File: src/rtl/flag_pkg.sv
// Shared constants and types for the flag collision detector.
// FLAG_X/FLAG_Y are the default flag table; the top can be built with another.
package flag_pkg;

    localparam int NUM_FLAGS = 5;
    localparam int COORD_W   = 10;

    typedef logic [COORD_W-1:0]                  coord_t;
    typedef logic [NUM_FLAGS-1:0]                flag_mask_t;
    typedef logic [NUM_FLAGS-1:0][COORD_W-1:0]   coord_tbl_t;
    typedef logic [2:0]                          flag_idx_t;

    localparam flag_idx_t LAST_IDX = flag_idx_t'(NUM_FLAGS - 1);

    // Element [0] is the rightmost entry of each concatenation.
    localparam coord_tbl_t FLAG_X = {10'd500, 10'd400, 10'd300, 10'd200, 10'd100};
    localparam coord_tbl_t FLAG_Y = {10'd400, 10'd320, 10'd240, 10'd160, 10'd80};

    typedef enum logic [1:0] {
        IDLE,
        SCAN,
        REPORT
    } state_e;

    typedef struct packed {
        coord_t x;
        coord_t y;
    } point_t;

    function automatic flag_mask_t lowest_one_hot(input flag_mask_t v);
        return v & (~v + flag_mask_t'(1));
    endfunction

endpackage

File: src/rtl/flag_collision_detector_if.sv
// Frame-rate handshake between the game logic and the flag collision detector.
interface flag_collision_detector_if;
    import flag_pkg::*;

    logic       frame_start;
    coord_t     car_x;
    coord_t     car_y;
    flag_mask_t flagDisplay;
    flag_mask_t flagBurst;
    logic       busy;
    logic       overrun;

    modport master (
        output frame_start, car_x, car_y, flagDisplay,
        input  flagBurst, busy, overrun
    );

    modport slave (
        input  frame_start, car_x, car_y, flagDisplay,
        output flagBurst, busy, overrun
    );

endinterface

File: src/rtl/abs_diff_cmp.sv
// One-axis proximity test: hit when |a - b| < HIT_SIZE, using an unsigned
// magnitude one bit wider than the coordinates so nothing wraps.
module abs_diff_cmp
    import flag_pkg::*;
#(
    parameter int unsigned HIT_SIZE = 16
) (
    input  coord_t a,
    input  coord_t b,
    output logic   hit
);

    logic [COORD_W:0] mag;

    always_comb begin
        if (a >= b) begin
            mag = {1'b0, a} - {1'b0, b};
        end else begin
            mag = {1'b0, b} - {1'b0, a};
        end
    end

    assign hit = ({{(32 - COORD_W - 1){1'b0}}, mag} < HIT_SIZE);

endmodule

File: src/rtl/flag_collision_detector.sv
// Once per frame, snapshots the car position, scans the five flags one per
// cycle, then reports each hit as a single-cycle one-hot pulse, lowest first.
module flag_collision_detector
    import flag_pkg::*;
#(
    parameter int unsigned HIT_SIZE   = 16,
    parameter coord_tbl_t  FLAG_X_TBL = FLAG_X,
    parameter coord_tbl_t  FLAG_Y_TBL = FLAG_Y
) (
    input logic                      Clk,
    input logic                      Reset,
    flag_collision_detector_if.slave bus
);

    state_e     state_q,      state_d;
    flag_idx_t  idx_q,        idx_d;
    flag_mask_t pending_q,    pending_d;
    point_t     snap_q,       snap_d;
    flag_mask_t flag_burst_q, flag_burst_d;
    logic       overrun_q,    overrun_d;

    logic hit_x;
    logic hit_y;
    logic flag_hit;

    abs_diff_cmp #(.HIT_SIZE(HIT_SIZE)) u_cmp_x (
        .a   (snap_q.x),
        .b   (FLAG_X_TBL[idx_q]),
        .hit (hit_x)
    );

    abs_diff_cmp #(.HIT_SIZE(HIT_SIZE)) u_cmp_y (
        .a   (snap_q.y),
        .b   (FLAG_Y_TBL[idx_q]),
        .hit (hit_y)
    );

    // The display mask is sampled live, so a flag collected earlier this frame is skipped.
    assign flag_hit = bus.flagDisplay[idx_q] && hit_x && hit_y;

    always_comb begin
        // NOTE: every output of this block gets a default first, so no path can infer a latch.
        state_d      = state_q;
        idx_d        = idx_q;
        pending_d    = pending_q;
        snap_d       = snap_q;
        flag_burst_d = '0;
        overrun_d    = bus.frame_start && (state_q != IDLE);

        case (state_q)
            IDLE: begin
                if (bus.frame_start) begin
                    snap_d.x  = bus.car_x;
                    snap_d.y  = bus.car_y;
                    pending_d = '0;
                    idx_d     = '0;
                    state_d   = SCAN;
                end
            end

            SCAN: begin
                if (flag_hit) begin
                    pending_d[idx_q] = 1'b1;
                end
                if (idx_q == LAST_IDX) begin
                    idx_d   = '0;
                    state_d = REPORT;
                end else begin
                    idx_d = idx_q + flag_idx_t'(1);
                end
            end

            REPORT: begin
                if (pending_q != '0) begin
                    flag_burst_d = lowest_one_hot(pending_q);
                    pending_d    = pending_q & ~flag_burst_d;
                end else begin
                    state_d = IDLE;
                end
            end

            default: begin
                state_d = IDLE;
            end
        endcase
    end

    always_ff @(posedge Clk or posedge Reset) begin
        if (Reset) begin
            state_q      <= IDLE;
            idx_q        <= '0;
            pending_q    <= '0;
            snap_q       <= '0;
            flag_burst_q <= '0;
            overrun_q    <= 1'b0;
        end else begin
            // NOTE: non-blocking updates so every flop samples the pre-edge values.
            state_q      <= state_d;
            idx_q        <= idx_d;
            pending_q    <= pending_d;
            snap_q       <= snap_d;
            flag_burst_q <= flag_burst_d;
            overrun_q    <= overrun_d;
        end
    end

    assign bus.flagBurst = flag_burst_q;
    assign bus.busy      = (state_q != IDLE);
    assign bus.overrun   = overrun_q;

    // Structural invariants of the reporting scheme.
    a_burst_onehot: assert property (@(posedge Clk) disable iff (Reset)
        $onehot0(flag_burst_q));
    a_burst_in_report: assert property (@(posedge Clk) disable iff (Reset)
        (flag_burst_q != '0) |-> (state_q == REPORT));
    a_idx_range: assert property (@(posedge Clk) disable iff (Reset)
        idx_q <= LAST_IDX);

endmodule

File: src/flat_wrapper.sv
// flat-port wrapper written by rule: the top's interface ports become plain ports
module flag_collision_detector_flat import flag_pkg::*;
#(
    parameter int unsigned HIT_SIZE   = 16,
    parameter coord_tbl_t  FLAG_X_TBL = FLAG_X,
    parameter coord_tbl_t  FLAG_Y_TBL = FLAG_Y
)
  (Clk, Reset, bus_frame_start, bus_car_x, bus_car_y, bus_flagDisplay, bus_flagBurst, bus_busy, bus_overrun);
  flag_collision_detector_if bus_i ();
  input logic Clk;
  input logic Reset;
  input wire logic [$bits(bus_i.frame_start)-1:0] bus_frame_start;
  input wire logic [$bits(bus_i.car_x)-1:0] bus_car_x;
  input wire logic [$bits(bus_i.car_y)-1:0] bus_car_y;
  input wire logic [$bits(bus_i.flagDisplay)-1:0] bus_flagDisplay;
  output wire logic [$bits(bus_i.flagBurst)-1:0] bus_flagBurst;
  output wire logic [$bits(bus_i.busy)-1:0] bus_busy;
  output wire logic [$bits(bus_i.overrun)-1:0] bus_overrun;
  assign bus_i.frame_start = bus_frame_start;
  assign bus_i.car_x = bus_car_x;
  assign bus_i.car_y = bus_car_y;
  assign bus_i.flagDisplay = bus_flagDisplay;
  assign bus_flagBurst = bus_i.flagBurst;
  assign bus_busy = bus_i.busy;
  assign bus_overrun = bus_i.overrun;
  flag_collision_detector #(.HIT_SIZE(HIT_SIZE), .FLAG_X_TBL(FLAG_X_TBL), .FLAG_Y_TBL(FLAG_Y_TBL)) u_core (.Clk(Clk), .Reset(Reset), .bus(bus_i));
endmodule
File: config.mk
export PLATFORM = sky130hd
export DESIGN_NAME = flag_collision_detector_flat
export DESIGN_NICKNAME = d
export VERILOG_FILES = /design/src/rtl/flag_pkg.sv /design/src/rtl/flag_collision_detector_if.sv /design/src/rtl/abs_diff_cmp.sv /design/src/rtl/flag_collision_detector.sv /design/src/flat_wrapper.sv
export SDC_FILE = /design/constraint.sdc
export NUM_CORES = 1
export LEC_CHECK = 0
export BUFFER_PORTS_ARGS = -buffer_cell sky130_fd_sc_hd__clkbuf_2
export CAP_MARGIN = 40
export CORE_UTILIZATION = 33
export DETAILED_ROUTE_END_ITERATION = 7
export SYNTH_ARGS = -nofsm -noshare
export SYNTH_HDL_FRONTEND = slang
export SYNTH_SLANG_ARGS = --single-unit
File: constraint.sdc
create_clock -name Clk -period 5.4 [get_ports Clk]
set_input_delay 0.54 -clock Clk [delete_from_list [all_inputs] [get_ports Clk]]
set_output_delay 0.54 -clock Clk [all_outputs]
set_load 0.02 [all_outputs]
Word level (Yosys, flattened, before mapping)
Memories as Yosys holds them, arrays and structs flattened.
Cells that the tools add are included.
W data, S select, Z words.
{ "totals": {"reg_bits": 36, "mem_count": 2, "in_bits": 28, "mem_bits_ro": 160, "elab_cells": 68, "output_inout_bits": 7} }
{ "classes": {"n_lt_le_gt_ge": 6, "n_bitwise": 5, "n_reduce_logical": 13, "add_sub_neg": 6, "n_mux": 21, "eq_ne": 8} }
{ "memory_table": {"columns": ["name", "words", "width", "rd", "rd_clocked_by_memory_dff", "wr", "line_no", "text"], "rows": [
  ["(no name shown)", 8, 10, 1, 0, 0, "flag_collision_detector.sv:34", ".b (FLAG_Y_TBL[idx_q]),"],
  ["(no name shown)", 8, 10, 1, 0, 0, "flag_collision_detector.sv:28", ".b (FLAG_X_TBL[idx_q]),"]
]} }
{ "op_table": {"columns": ["operator", "count"], "rows": [
  ["$sub A10 B10 Y11", 4],
  ["$mux W5", 5],
  ["$lt A11 B5 Y1 const B", 2],
  ["$mux W11", 2],
  ["$ge A10 B10 Y1", 2],
  ["$mux W10", 2],
  ["$pmux W5 S3", 1],
  ["$and A5 B5 Y5", 2],
  ["$not A5 Y5", 2],
  ["$mux W2", 3],
  ["$mux W3", 2],
  ["$ne A2 B1 Y1 const B", 3],
  ["$pmux W2 S3", 1],
  ["$pmux W3 S2", 1],
  ["$add A5 B1 Y5 const B", 1],
  ["$or A5 B5 Y5", 1],
  ["$reduce_bool A5 Y1", 1],
  ["$logic_and A1 B1 Y1", 4],
  ["$lt A3 B4 Y1 const B", 1],
  ["$ne A2 B2 Y1 const B", 2],
  ["$reduce_and A2 Y1", 2],
  ["$reduce_and A4 Y1", 1],
  ["$reduce_bool A2 Y1", 2],
  ["$add A3 B1 Y3 const B", 1],
  ["10 further kinds", 11]
]} }

Depth between registers and ports, before layout
{ "depth": {"ltp_word": 9, "ltp_mapped": 15} }

Hierarchy
Synthesis repeated with hierarchy kept, for this count alone.
{ "hier_totals": {"cells_unflattened": 376, "hier_area_um2": 3286.9} }
{ "by_module_without_submodules": {"columns": ["mod", "cells_each", "n_inst", "area_each_um2"], "rows": [
  ["flag_collision_detector", 158, 1, 1730.4],
  ["abs_diff_cmp", 109, 2, 778.2]
]} }

Worst setup path after synthesis
No wires, ideal clock.
{ "synth_timing": {"kind": "register to register", "from": "register u_core.idx_q[1]", "to": "register u_core.pending_q[1]", "t_required_ps": 5263, "stages_incl_launch_ff": 16, "slack_ps": 1556, "setup_time_ps": 137, "t_arrival_ps": 3707, "path_cell_list": "dfrtp_1 clkbuf_1 inv_1 ha_1 or2_2 ha_1 buf_4 nand4b_1 nor3_4 or3_4 mux2_4 a2111oi_4 nand4_2 o32a_1 o21ai_1 o41ai_1"} }
{ "synth_via": {"elab_chain_len": 9, "elab_cells_between_ends": 28} }
{ "synth_rtl": {"columns": ["element", "line_no", "text"], "rows": [
  ["start: declaration", "flag_collision_detector.sv:16", "flag_idx_t idx_q, idx_d;"],
  ["start signal: assignment", "flag_collision_detector.sv:99", "idx_q <= idx_d;"],
  ["$mem_v2 Z8 W10", null, null],
  ["$mux W10 (not written as such)", "flag_collision_detector.sv:28", null],
  ["$sub A10 B10 Y11 (tied with other cells)", "abs_diff_cmp.sv:19", "mag = {1'b0, b} - {1'b0, a};"],
  ["$mux W11", "abs_diff_cmp.sv:16", "if (a >= b) begin"],
  ["$lt A11 B5 Y1", "abs_diff_cmp.sv:23", "assign hit = ({{(32 - COORD_W - 1){1'b0}}, mag} < HIT_SIZE);"],
  ["$logic_and A1 B1 Y1 (2 in a row)", "flag_collision_detector.sv:39", "assign flag_hit = bus.flagDisplay[idx_q] && hit_x && hit_y;"],
  ["$ne A2 B1 Y1 (no source line)", null, null],
  ["$reduce_and A4 Y1 (no source line)", null, null],
  ["end signal: assignment", "flag_collision_detector.sv:100", "pending_q <= pending_d;"],
  ["end: declaration", "flag_collision_detector.sv:17", "flag_mask_t pending_q, pending_d;"]
]} }
Several ways; a longest one is shown, not always the timed one. The select of a mux whose other input is x is not followed.
A chain may end at the register's enable or synchronous reset.

Worst setup path in the final report
Same ends and word-level chain as after synthesis.

==> results by group <==
Route
  • DRT antenna net count: 0
  • Drt drc: 0
  • DRT Pass-1 Iters: 4
  • Vias: between 2000 and 2500
  • WL final: 6.73 mm
  • Wire per inst: 14.7 um
  • Vias/cell: 5.36
  • Drt initial violations: between 100 and 150

Worst setup path
  • Most used cell, CP: ha_1
  • Critical Path Start: u_core.idx_q[1]
  • R2R depth: 13
  • CP Class: flip-flop to flip-flop
  • CP max FO: 11
  • Critical-path top delay cell: dfrtp_1
  • Data required time of the worst path: 5.57 ns
  • FF-to-FF Start: u_core.idx_q[1]
  • Flop2flop setup slack: 1.17 ns
  • Critical-path cell list: inv_1 > ha_1 > or2_2 > ha_1 > nand4b_1 > nor3_4 > or3_4 > mux2_4 > a2111oi_4 > nand4_2 > o32a_1 > o21ai_1 > o41ai_1
  • Critical Path End: u_core.pending_q[1]
  • Critical path's largest stage delay: between 0.5 and 0.6 ns
  • CP Capture Type: flip-flop
  • Critical Path AT: 4.40 ns
  • Worst reg2reg endpoint: u_core.pending_q[1]
  • Setup crit start kind: flip-flop

Cells and area
  • Area Growth Syn to Fin: 13.5%
  • Commonest non-fill, non-tap cell in the layout: dfrtp_1
  • FF+latch area: 901 um2
  • Multi-input gate area: 1880 um2
  • Layout cells sized above 1: 0.234
  • Ant. Diodes: 0
  • Fillers: 912
  • Fin nets: between 400 and 500
  • Commonest non-fill, non-tap cells in the layout: dfrtp_1 (36), clkbuf_2 (34), inv_1 (33)

Placed design
  • Buffers added on ports: 34
  • Placer Congestion: 0.890
  • Final HPWL from detailed placement: 5.20 mm

Clock network
  • Hold Buf Count CTS: 0
  • Clock Path Buffers: 2
  • CTS H-Tree Depth: 2
  • Inserted Clock Buffers: 5
  • CTS Sinks: 36
  • Worst skew pair latency: about 0.29 ns
  • Post-cts resize count: 0
  • Clock transition at path regs: 0.08 ns
  • CTS tree: yes
  • Setup bufs post-CTS: 0
  • Clock root buffer: clkbuf_8

Timing
  • Final Hold Fails: 0
  • Crit path time final: 4.23 ns
  • Clock skew: about 0.0083 ns
  • Setup TNS: 0 ns
  • Final Max Tran Viols: 0
  • Worst Tran Pin Value: between 0.5 and 0.6 ns
  • Relative slew slack: 0.647
  • RSZ-0062 raised after global routing: false
  • Final period util: 0.783
  • Setup Viol. Count Final: 0
  • FMAX: 236 MHz

Global route
  • Vias in the first global route: 2415
  • Global-route wire length before repair: 11.6 mm
  • GRT Overall Usage: 0.151
  • Largest net degree at the start of global routing: 37
  • Total gr overflow: 0
  • Antenna violations before repair: 0

Min path
  • HP Class: input port to asynchronous set/reset pin

Die
  • IO Pins: 35
  • Starting Density: 0.341
  • Row cnt: 34
  • Chip height: 96.6 um
  • Die ar.: 9340 um2
  • Core area: 8680 um2
  • Chip width: 96.6 um

Yosys
  • Yosys warns: 0
  • Area of the mapped netlist: 2960 um2
  • Ys flop type: dfrtp_1
  • Yosys cell types: 66
  • Cells after Synth: 318
  • Net Count, Synth: between 300 and 400
  • Post-synth EDFFs: 0
  • Synth async-reset ratio: 1.00
  • #FFs+latches synth: 36
  • Synth Area per Inst: between 9 and 10 um2
  • Post-synthesis sequential area ratio: 0.305

Outcome
  • Outcome: finished, final reports clean

Job
  • Max-Cap Viols: 0
[cells by family after synthesis]
kind of cell / Yosys count / synth area share
AO/OA/AOI/OAI: 90 / 0.224
XOR/XNOR: 3 / 0.00889
adder cells (fa/ha/maj): 32 / 0.138
buffers and inverters: 44 / 0.0584
flip-flops: 36 / 0.305
multiplexers: 24 / 0.0919
AND/OR/NAND/NOR: 89 / 0.174
[worst max-delay path: cells and delay by family (launching register included)]
family | cells | cell delay, ns
DFF | 1 | 0.58
muxes | 1 | 0.32
and+or+nand+nor | 5 | 1.23
adders and majority gates | 2 | 0.87
AOI/OAI and AO/OA | 4 | 0.90
buffers and inverters | 1 | 0.20
[state kept, by name, summed over array words and instances (netlist names)]
name,count
u_core.bus.flagBurst,5
u_core.bus.overrun,1
u_core.idx_q,3
u_core.pending_q,5
u_core.snap_q,20
u_core.state_q,2
[through the flow]
step | util | std cells | worst slack, ns | area [um2] | hold WS, ns
6_report | 0.387 | 459 | 1.17 | 3350 | 0.329
5_1_grt | 0.387 | 459 | 0.932 | 3350 | 0.398
4_1_cts | 0.387 | 459 | 1.20 | 3350 | 0.341
3_5_place_dp | 0.374 | 451 | 1.22 | 3250 | 0.501
3_3_place_gp | 0.371 | 450 | 1.35 | 3220 | 0.493
2_1_floorplan | - | 318 | 1.56 | 2960 | 0.479
[synthesized netlist by cell type, types with 4 or more instances]
library cell	n	share of area
o22ai_1	5	0.011
nor2_1	13	0.017
a21oi_1	19	0.032
ha_1	31	0.13
and2_1	5	0.011
o21a_1	6	0.015
and3_1	4	0.0085
mux2_2	21	0.080
nand2b_1	4	0.0085
o31ai_1	4	0.010
o21ai_0	10	0.017
inv_1	33	0.042
o41ai_1	5	0.015
nand2_1	20	0.025
dfrtp_1	36	0.30
nor3_1	7	0.012
a31oi_1	4	0.0085
nand3_1	4	0.0068
clkbuf_1	9	0.011
nor2b_1	5	0.011
a21o_1	4	0.010
[per-layer routing]
layer  wire [um]  track usage  vias to the layer above
met5           0            0                        -
met4          57       0.0413                        0
met1        3290        0.207                     1179
met2        3180        0.246                       35
met3         200       0.0253                        5
li1            -            -                     1240
[area by class of cell]
type / instances / area share
multi-input cells: 238 / 0.561
flip-flops and latches: 36 / 0.269
repair buffers: 36 / 0.0612
well taps: 108 / 0.0403
inverters: 33 / 0.0369
clock buffers: 6 / 0.0216
clock inverters: 2 / 0.0104
[worst min-delay path by stage]
stage,endpoint,slack (ns),cells past startpoint
floorplan,u_core.snap_q[12],0.48,1
global placement,u_core.snap_q[12],0.49,1
detailed placement,u_core.snap_q[4],0.50,1
CTS,u_core.snap_q[16],0.34,3
global route,u_core.snap_q[16],0.40,3
finish,u_core.snap_q[16],0.33,3
Power is left out: the tool's default activity adds up to more than one toggle a clock period on the data nets, which glitch-free logic cannot reach.
